File: src/rtl/bram_stream_loader.sv
// Round-robin port-A write feeder for a banked BRAM array, one stream word per cycle.
// Define LOADER_CLEAR_EN to zero the whole array before each frame is loaded.
module bram_stream_loader #(
  parameter int SIZE    = 32,
  parameter int WIDTH   = 16,
  parameter int ADDRESS = 10,
  parameter int CNT_W   = ADDRESS + $clog2(SIZE) + 1
) (
  input  logic               clk,
  input  logic               rst,
  input  logic               start,
  input  logic [ADDRESS-1:0] base_addr,
  input  logic               s_valid,
  output logic               s_ready,
  input  logic [WIDTH-1:0]   s_data,
  input  logic               s_last,
  output logic [SIZE-1:0]    wea,
  output logic [SIZE-1:0]    ena,
  output logic [ADDRESS-1:0] addra [0:SIZE-1],
  output logic [WIDTH-1:0]   dina  [0:SIZE-1],
  output logic               busy,
  output logic               done,
  output logic [CNT_W-1:0]   words_loaded,
  output logic               ovf
);

  localparam int BANK_W = (SIZE > 1) ? $clog2(SIZE) : 1;
  localparam logic [CNT_W-1:0] FULL_CNT = CNT_W'(SIZE * (1 << ADDRESS));
  localparam logic [BANK_W-1:0] LAST_BANK = BANK_W'(SIZE - 1);

`ifdef LOADER_CLEAR_EN
  typedef enum logic [1:0] {IDLE, CLEAR, LOAD, DONE} state_t;
  logic [ADDRESS-1:0] clr_cnt;
`else
  typedef enum logic [1:0] {IDLE, LOAD, DONE} state_t;
`endif

  state_t             state, state_nxt;
  logic [ADDRESS-1:0] base_lat;
  logic [ADDRESS-1:0] row_off;
  logic [BANK_W-1:0]  bank_ptr;
  logic               acc_p0;

  function automatic logic [CNT_W-1:0] sat_inc(input logic [CNT_W-1:0] v);
    return (&v) ? v : v + CNT_W'(1);
  endfunction

  assign acc_p0 = s_valid & s_ready;

  always_ff @(posedge clk or negedge rst) begin
    if (!rst) state <= IDLE;
    else      state <= state_nxt;
  end

  always_comb begin
    state_nxt = state;
    case (state)
      IDLE: begin
        if (start) begin
`ifdef LOADER_CLEAR_EN
          state_nxt = CLEAR;
`else
          state_nxt = LOAD;
`endif
        end
      end
`ifdef LOADER_CLEAR_EN
      CLEAR:   if (&clr_cnt) state_nxt = LOAD;
`endif
      LOAD:    if (acc_p0 && s_last) state_nxt = DONE;
      DONE:    state_nxt = IDLE;
      default: state_nxt = IDLE;
    endcase
  end

  // p0 -> lane registers: an accepted word is presented to its bank one cycle later
  always_ff @(posedge clk or negedge rst) begin
    if (!rst) begin
      s_ready      <= 1'b0;
      busy         <= 1'b0;
      done         <= 1'b0;
      ovf          <= 1'b0;
      words_loaded <= '0;
      base_lat     <= '0;
      row_off      <= '0;
      bank_ptr     <= '0;
      wea          <= '0;
      ena          <= '0;
      for (int i = 0; i < SIZE; i++) begin
        addra[i] <= '0;
        dina[i]  <= '0;
      end
`ifdef LOADER_CLEAR_EN
      clr_cnt      <= '0;
`endif
    end else begin
      s_ready <= (state_nxt == LOAD);
      done    <= (state == DONE);
      wea     <= '0;
      ena     <= '0;

      if (state == IDLE && start) begin
        base_lat     <= base_addr;
        words_loaded <= '0;
        ovf          <= 1'b0;
        busy         <= 1'b1;
        row_off      <= '0;
        bank_ptr     <= '0;
`ifdef LOADER_CLEAR_EN
        clr_cnt      <= '0;
`endif
      end else if (done) begin
        busy <= 1'b0;
      end

`ifdef LOADER_CLEAR_EN
      if (state == CLEAR) begin
        wea <= '1;
        ena <= '1;
        for (int i = 0; i < SIZE; i++) begin
          addra[i] <= clr_cnt;
          dina[i]  <= '0;
        end
        clr_cnt <= clr_cnt + 1'b1;
      end
`endif

      if (acc_p0) begin
        wea[bank_ptr]   <= 1'b1;
        ena[bank_ptr]   <= 1'b1;
        addra[bank_ptr] <= base_lat + row_off;
        dina[bank_ptr]  <= s_data;
        words_loaded    <= sat_inc(words_loaded);
        // The counter still holds k here, so this fires on the first word past a full array.
        if (words_loaded == FULL_CNT) ovf <= 1'b1;
        if (bank_ptr == LAST_BANK) begin
          bank_ptr <= '0;
          row_off  <= row_off + 1'b1;
        end else begin
          bank_ptr <= bank_ptr + 1'b1;
        end
      end
    end
  end

endmodule

File: config.mk
export PLATFORM = sky130hd
export DESIGN_NAME = bram_stream_loader
export DESIGN_NICKNAME = d
export VERILOG_FILES = /design/src/rtl/bram_stream_loader.sv
export SDC_FILE = /design/constraint.sdc
export NUM_CORES = 1
export LEC_CHECK = 0
export CORE_AREA = 2 2 369 371
export DETAILED_ROUTE_END_ITERATION = 10
export DIE_AREA = 0 0 371 373
export PLACE_DENSITY_LB_ADDON = 0.2
export RECOVER_POWER = 50
export SKIP_CTS_REPAIR_TIMING = 1
export SLEW_MARGIN = 0
export SYNTH_ARGS = -nofsm -noshare
export SYNTH_HDL_FRONTEND = slang
export SYNTH_SLANG_ARGS = --single-unit
File: constraint.sdc
create_clock -name clk -period 2.6 [get_ports clk]
set_clock_uncertainty 0.2 [all_clocks]
set_input_delay 0.52 -clock clk [delete_from_list [all_inputs] [get_ports clk]]
set_output_delay 0.52 -clock clk [all_outputs]
set_load 0.03 [all_outputs]
==> metrics.yaml, run 1 <==
run_status:
  status: "finished, violations left"
  violations: "negative setup slack"
sta:
  worstMarginPinSlew_ns: 1.08
  drv_slew: 0
  relSlewSlack_pct: 28.3
  finalCriticalPeriod_ns: 2.71
  final_hold_viol_count: 0
  max_clock_freq_ghz: 0.370
  setup_viol: 70
  rsz0062_at_grt: "yes"
  finalWorstSetupSlack_ns: -0.106
  fin_crit_sh_pct: 104
worst_setup_path:
  reg2reg_slack_ns: -0.11
  worstPathCellList: "ha_4, fa_4, a211oi_4, o21bai_1, a21oi_1, buf_4, xor2_4, buf_6, buf_12, o21ai_1"
  ff2ff_path_depth: 10
  path_delay_family: "adder cells"
  critPathBufInv: 3
  cp.arrival_ns: 3.10
  crit_fanout: 8
  crit_start: "row_off[0]"
  cp_slowest_cell: "fa_4"
  path_class: "register to register"
  startpoint_type: "register"
  slowest_delay_ns: 0.53
  cp-end-kind: "register"
  crit_path_end: "addra[76]"
  required_ns: 2.99
  crit_cells: 10
  reg2reg_from: "row_off[0]"
  regToRegEndpoint: "addra[76]"
final_layout:
  seq_area_mm2: 0.0228
  nets: 4759
  nFillCells: 13500
  utilization_pct: 38.5
  drive_above_1_share_pct: 11.8
  synthToLayoutAreaGrowth_pct: 49.8
  final_cell_count_no_fill: 6564
  multi_input_area_mm2: 0.0109
yosys:
  synth_compound_area_share_pct: 5.04
  async_flop_share_pct: 100
  synth_cells: 3628
  synth_flop_cell: "dfrtp_1"
  syn_nets: 3677
  ys_ff_latch: 911
  synthMuxAreaShare_pct: 1.82
  ys_seq_area_share_pct: 65.9
  synth_area_mm2: 0.0346
  synth-adder-area-share_pct: 0.673
  synth_top_family_by_area: "simple AND/OR/NAND/NOR gates"
  synth_area_per_cell_um2: 9.53
  yosys_warnings: 0
  ys_types: 54
  synth-edff-count: 0
  yosys.area_share.simple_pct: 22.3
  synth_xor_xnor_area_share_pct: 0.355
detailed_routing:
  dr_wl_met2_um: 73200
  dr.max_layer_used: "met4"
  postRouteWirelength_um: 159000
  drc: 0
  drtIter0Drc: 1993
  wl_met1_um: 65600
  drtPass1Iterations: 5
  route.met3.wl_um: 13800
  via_per_inst: 4.46
  wl_per_cell_um: 24.2
  antenna_left: 0
  vias: 29200
job:
  max_cap_viol_count: 0
clocking:
  clock_latency_ns: 0.72
  cts.sinks: 911
  clk_pin_slew_worst_paths_ns: 0.06
  cts_buffer_depth: 3
  numCtsBuffers: 102
  h-tree-depth: 3
  root_buffer: "clkbuf_16"
  cts_tree: "built"
global_routing:
  grt_usage_pct: 22.3
  grt_antenna_before_repair: 6
  grt_pass1_vias: 28800
  grt_pass1_wl_um: 221000
  grt_max_degree: 54
  grt.overflow.total: 0
floorplan:
  num_rows: 135
  initial_utilization_pct: 25.7
  ioPinCount: 947
  core_area_mm2: 0.135
  die_x_um: 371
  dieArea_mm2: 0.138
  die_h_um: 373
placed_design:
  portBuffers: 946
  numPlacedInstances: 6377
  place_hpwl_um: 113000
  gp_congestion: 0.810
hold_path:
  hp-class: "input pin to register"
power_and_ir_drop:
  vdd_drop_max_v: 0.000564
  powerDensity_mw_per_mm2: 847
  p_leak_nw: 27.5
[logic make-up (layout without fill, tap and decap cells)]
logic type               Yosys count  after routing
AO/OA/AOI/OAI                    331            331
XOR/XNOR                          14             14
adder cells (fa/ha/maj)           18             18
buffers and inverters            300           1453
flip-flops                       911            911
multiplexers                      56             56
other                              0              2
AND/OR/NAND/NOR                 1998           1998
[per-layer routing]
| layer | vias to the layer above | GRT usage, % |
|---|---|---|
| met1 | 14400 | 27.6 |
| met5 | - | 0 |
| li1 | 13500 | - |
| met3 | 222 | 7.36 |
| met4 | 0 | 9.06 |
| met2 | 1090 | 35.6 |
[worst min-delay path, cell delays in order]
cell and delay (ns):
buf_2 0.25, nand2_1 0.11, nand2_1 0.04
[final cells by class]
cell class / instances / area share [%]
clock inverter: 22 / 0.413
timing repair buffer: 1238 / 24.2
multi-input combinational: 2417 / 21.0
inverter: 40 / 0.290
clock buffer: 153 / 5.79
antenna: 2 / 0.00966
tap: 1781 / 4.30
sequential: 911 / 44.0
[registers in the layout, summed over array words and instances, names as in the netlist]
signal	count
bank_ptr	5
busy	1
state	2
ovf	1
ena	32
addra	320
done	1
words_loaded	16
dina	512
base_lat	10
row_off	10
s_ready	1
[cells in the final DEF, fill, tap and decap left out, types with 13 or more instances in the layout]
master and instances:
clkinv_2 14, dfrtp_1 911, clkdlybuf4s50_1 803, ha_1 15, clkbuf_8 19, mux2_2 41
clkbuf_1 61, o21ai_0 105, buf_12 59, clkbuf_16 109, buf_4 128, nor2_1 18
mux2_1 13, o21ai_2 56, a21oi_1 13, clkbuf_2 38, clkbuf_4 18, inv_2 15
o21ai_1 125, nand3_1 26, dlymetal6s2s_1 125, buf_2 20, nand2_1 1885, inv_1 25
[worst min-delay path by stage]
stage / depth (start not counted) / end / startpoint / slack (ns)
after global routing: 3 / dina[506] / s_data[10] / 0.02
final: 3 / dina[506] / s_data[10] / 0.06
after floorplan: 0 / addra[0] / rst / 0.02
after CTS: 1 / dina[147] / rst / -0.42
after global placement: 1 / busy / done / 0.25
after detailed placement: 1 / busy / done / 0.26
[metrics by stage]
stage	setup TNS, ns	hold WS (ns)	setup slack (ns)	area, µm²	total power (W)
final	-2.14	0.0643	-0.106	51800	0.0439
after global routing	-19.27	0.0243	-0.171	51800	0.0458
after CTS	-6.72	-0.424	-0.197	51800	0.0440
after detailed placement	-17.92	0.256	-0.166	48600	0.0298
after global placement	-11.10	0.250	-0.137	48600	0.0297
after floorplan	0	0.0244	0.108	34600	0.0226
[power breakdown]
| group | internal (W) | leakage [nW] | switching [W] |
|---|---|---|---|
| Sequential | 0.0158 | 12.5 | 0.00109 |
| Clock | 0.00803 | 1.58 | 0.00608 |
| Combinational | 0.00463 | 13.4 | 0.00826 |
| Total | 0.0285 | 27.5 | 0.0154 |
[synthesized netlist by cell type, types with 9 or more instances]
library cell | n | area [µm²]
nand2_1 | 1889 | 7090
buf_2 | 50 | 250
nand3_1 | 29 | 145
and3_1 | 12 | 75.1
o21ai_0 | 143 | 716
dfrtp_1 | 911 | 22800
clkbuf_1 | 155 | 582
o21ai_1 | 144 | 721
buf_4 | 35 | 263
nor2_1 | 18 | 67.6
mux2_1 | 13 | 146
inv_1 | 11 | 41.3
ha_1 | 17 | 213
a21oi_1 | 13 | 65.1
xor2_1 | 9 | 78.8
mux2_2 | 41 | 462
a31oi_1 | 9 | 56.3
buf_1 | 18 | 67.6
inv_2 | 29 | 109
Power figures use the tool's default switching activity.
==> run 2, diff against run 1 <==
Settings changed: CAP_MARGIN set to 20, PLACE_DENSITY set to 0.58, PLACE_DENSITY_LB_ADDON 0.2 to not set.
==> metrics.yaml, run 2 (synthesized netlist as in run 1, its figures left out) <==
run_status:
  status: "finished, violations left"
  violations: "max-capacitance violations, max-slew violations, negative setup slack"
power_and_ir_drop:
  powerDensity_mw_per_mm2: 852
  p_leak_nw: 26.5
  pwr-share-seq_pct: 38.0
  sw_frac_of_total_pct: 34.4
  vdd_drop_max_v: 0.000628
  power_frac_comb_pct: 29.0
  p_int_w: 0.0292
  power_frac_clock_pct: 33.0
  power.net_switching_w: 0.0153
sta:
  finalCriticalPeriod_ns: 2.64
  drv_slew: 38
  tns_ns: -0.470
  rsz0062_at_grt: "yes"
  max_clock_freq_ghz: 0.379
  worstMarginPinSlew_ns: 1.72
  finalWorstSetupSlack_ns: -0.0408
  fin_crit_sh_pct: 102
  setup_viol: 24
  relSlewSlack_pct: -14.8
  final_hold_viol_count: 0
  hold-worst-slack_ns: 0.0829
worst_setup_path:
  reg2reg_slack_ns: -0.04
  crit_fanout: 8
  reg2reg_from: "base_lat[0]"
  required_ns: 2.98
  ff2ff_path_depth: 10
  cp.arrival_ns: 3.02
  startpoint_type: "register"
  path_class: "register to register"
  cp-end-kind: "register"
  regToRegEndpoint: "addra[106]"
clocking:
  h-tree-depth: 3
  root_buffer: "clkbuf_16"
  clock_latency_ns: 0.71
  cts_buffer_depth: 3
  cts.sinks: 911
  clk_pin_slew_worst_paths_ns: 0.06
  cts_tree: "built"
  numCtsBuffers: 98
detailed_routing:
  wl_met1_um: 61900
  route.met3.wl_um: 12000
  vias: 29400
  dr.max_layer_used: "met4"
  wl_per_cell_um: 23.1
  postRouteWirelength_um: 151000
  via_per_inst: 4.50
  drc: 0
  drtPass1Iterations: 5
  dr_wl_met2_um: 71600
  drtIter0Drc: 2478
  antenna_left: 0
final_layout:
  top_regs: "dina: 512 flops, addra: 320 flops, ena: 32 flops"
  largest_register_ffs: 512
  synthToLayoutAreaGrowth_pct: 50.7
  final_cell_count_no_fill: 6544
  final_cell_mix: "nand2_1 (1885), dfrtp_1 (911), clkdlybuf4s50_1 (868)"
  layout_commonest_cell: "nand2_1"
  drive_above_1_share_pct: 12.2
  nFillCells: 13200
  regMostFlops: "dina"
  nets: 4732
placed_design:
  numPlacedInstances: 6345
  gp_congestion: 0.842
  place_hpwl_um: 106000
  portBuffers: 946
  pre_cts_slack_ns: -0.249
floorplan:
  dieArea_mm2: 0.138
  die_x_um: 371
  initial_utilization_pct: 25.7
  ioPinCount: 947
  die_h_um: 373
  core_area_mm2: 0.135
  num_rows: 135
global_routing:
  grt_antenna_before_repair: 8
  grt_pass1_wl_um: 211000
  grt_max_degree: 81
  grt.overflow.total: 0
  grt_pass1_vias: 28900
  grt_usage_pct: 21.1
job:
  max_cap_viol_count: 1
hold_path:
  holdPathStages: 4
  worstHoldEndpoint: "dina[144]"
  hp-class: "input pin to register"
  min_from: "s_data[0]"
run 2: per-stage QoR:
stage / utilization, % / power [W] / cell area (µm²)
after floorplan: - / 0.0226 / 34600
after global placement: 36.1 / 0.0292 / 48500
after detailed placement: 36.1 / 0.0294 / 48500
after CTS: 38.6 / 0.0441 / 51900
after global routing: 38.7 / 0.0461 / 52100
final: 38.7 / 0.0444 / 52100
run 2: critical path, cell delays in order, from the launching register on:
cell and delay, ns:
dfrtp_1 0.38, ha_2 0.21, fa_4 0.47, a211oi_4 0.26, o21bai_1 0.10, a21oi_1 0.13
buf_4 0.15, xor2_4 0.19, buf_6 0.17, buf_12 0.16, o21ai_2 0.06
run 2: layer usage:
| metal | up-vias | GRT usage (%) |
|---|---|---|
| met1 | 14500 | 26.2 |
| met2 | 1216 | 34.9 |
| met3 | 240 | 5.76 |
| met5 | - | 0 |
| li1 | 13500 | - |
| met4 | 0 | 7.64 |
run 2: how the worst max path moves through the flow:
stage / start / end / slack [ns] / cells past startpoint
6_report: base_lat[0] / addra[106] / -0.04 / 10
5_1_grt: base_lat[0] / addra[126] / -0.12 / 10
4_1_cts: addra[126] / addra[126] / -0.20 / 1
3_5_place_dp: s_valid / addra[190] / -0.25 / 8
3_3_place_gp: s_valid / dina[306] / -0.22 / 8
2_1_floorplan: row_off[0] / addra[198] / 0.11 / 8
run 2: area by class of cell:
type	count	area, µm²	share of cell area (%)
Tap cell	1781	2230	4.28
Clock inverter	33	534	1.03
Clock buffer	146	2850	5.47
Timing Repair Buffer	1215	12600	24.2
Inverter	40	150	0.288
Multi-Input combinational cell	2417	10900	21.0
Antenna cell	1	2.50	0.00480
Sequential cell	911	22800	43.7
run 2: power by group through the flow:
stage               registers, W  logic, W  clock network (W)
floorplan                 0.0199   0.00267                  0
global placement          0.0170    0.0122                  0
detailed placement        0.0171    0.0123                  0
CTS                       0.0169    0.0123             0.0150
global route              0.0170    0.0136             0.0155
finish                    0.0169    0.0129             0.0147
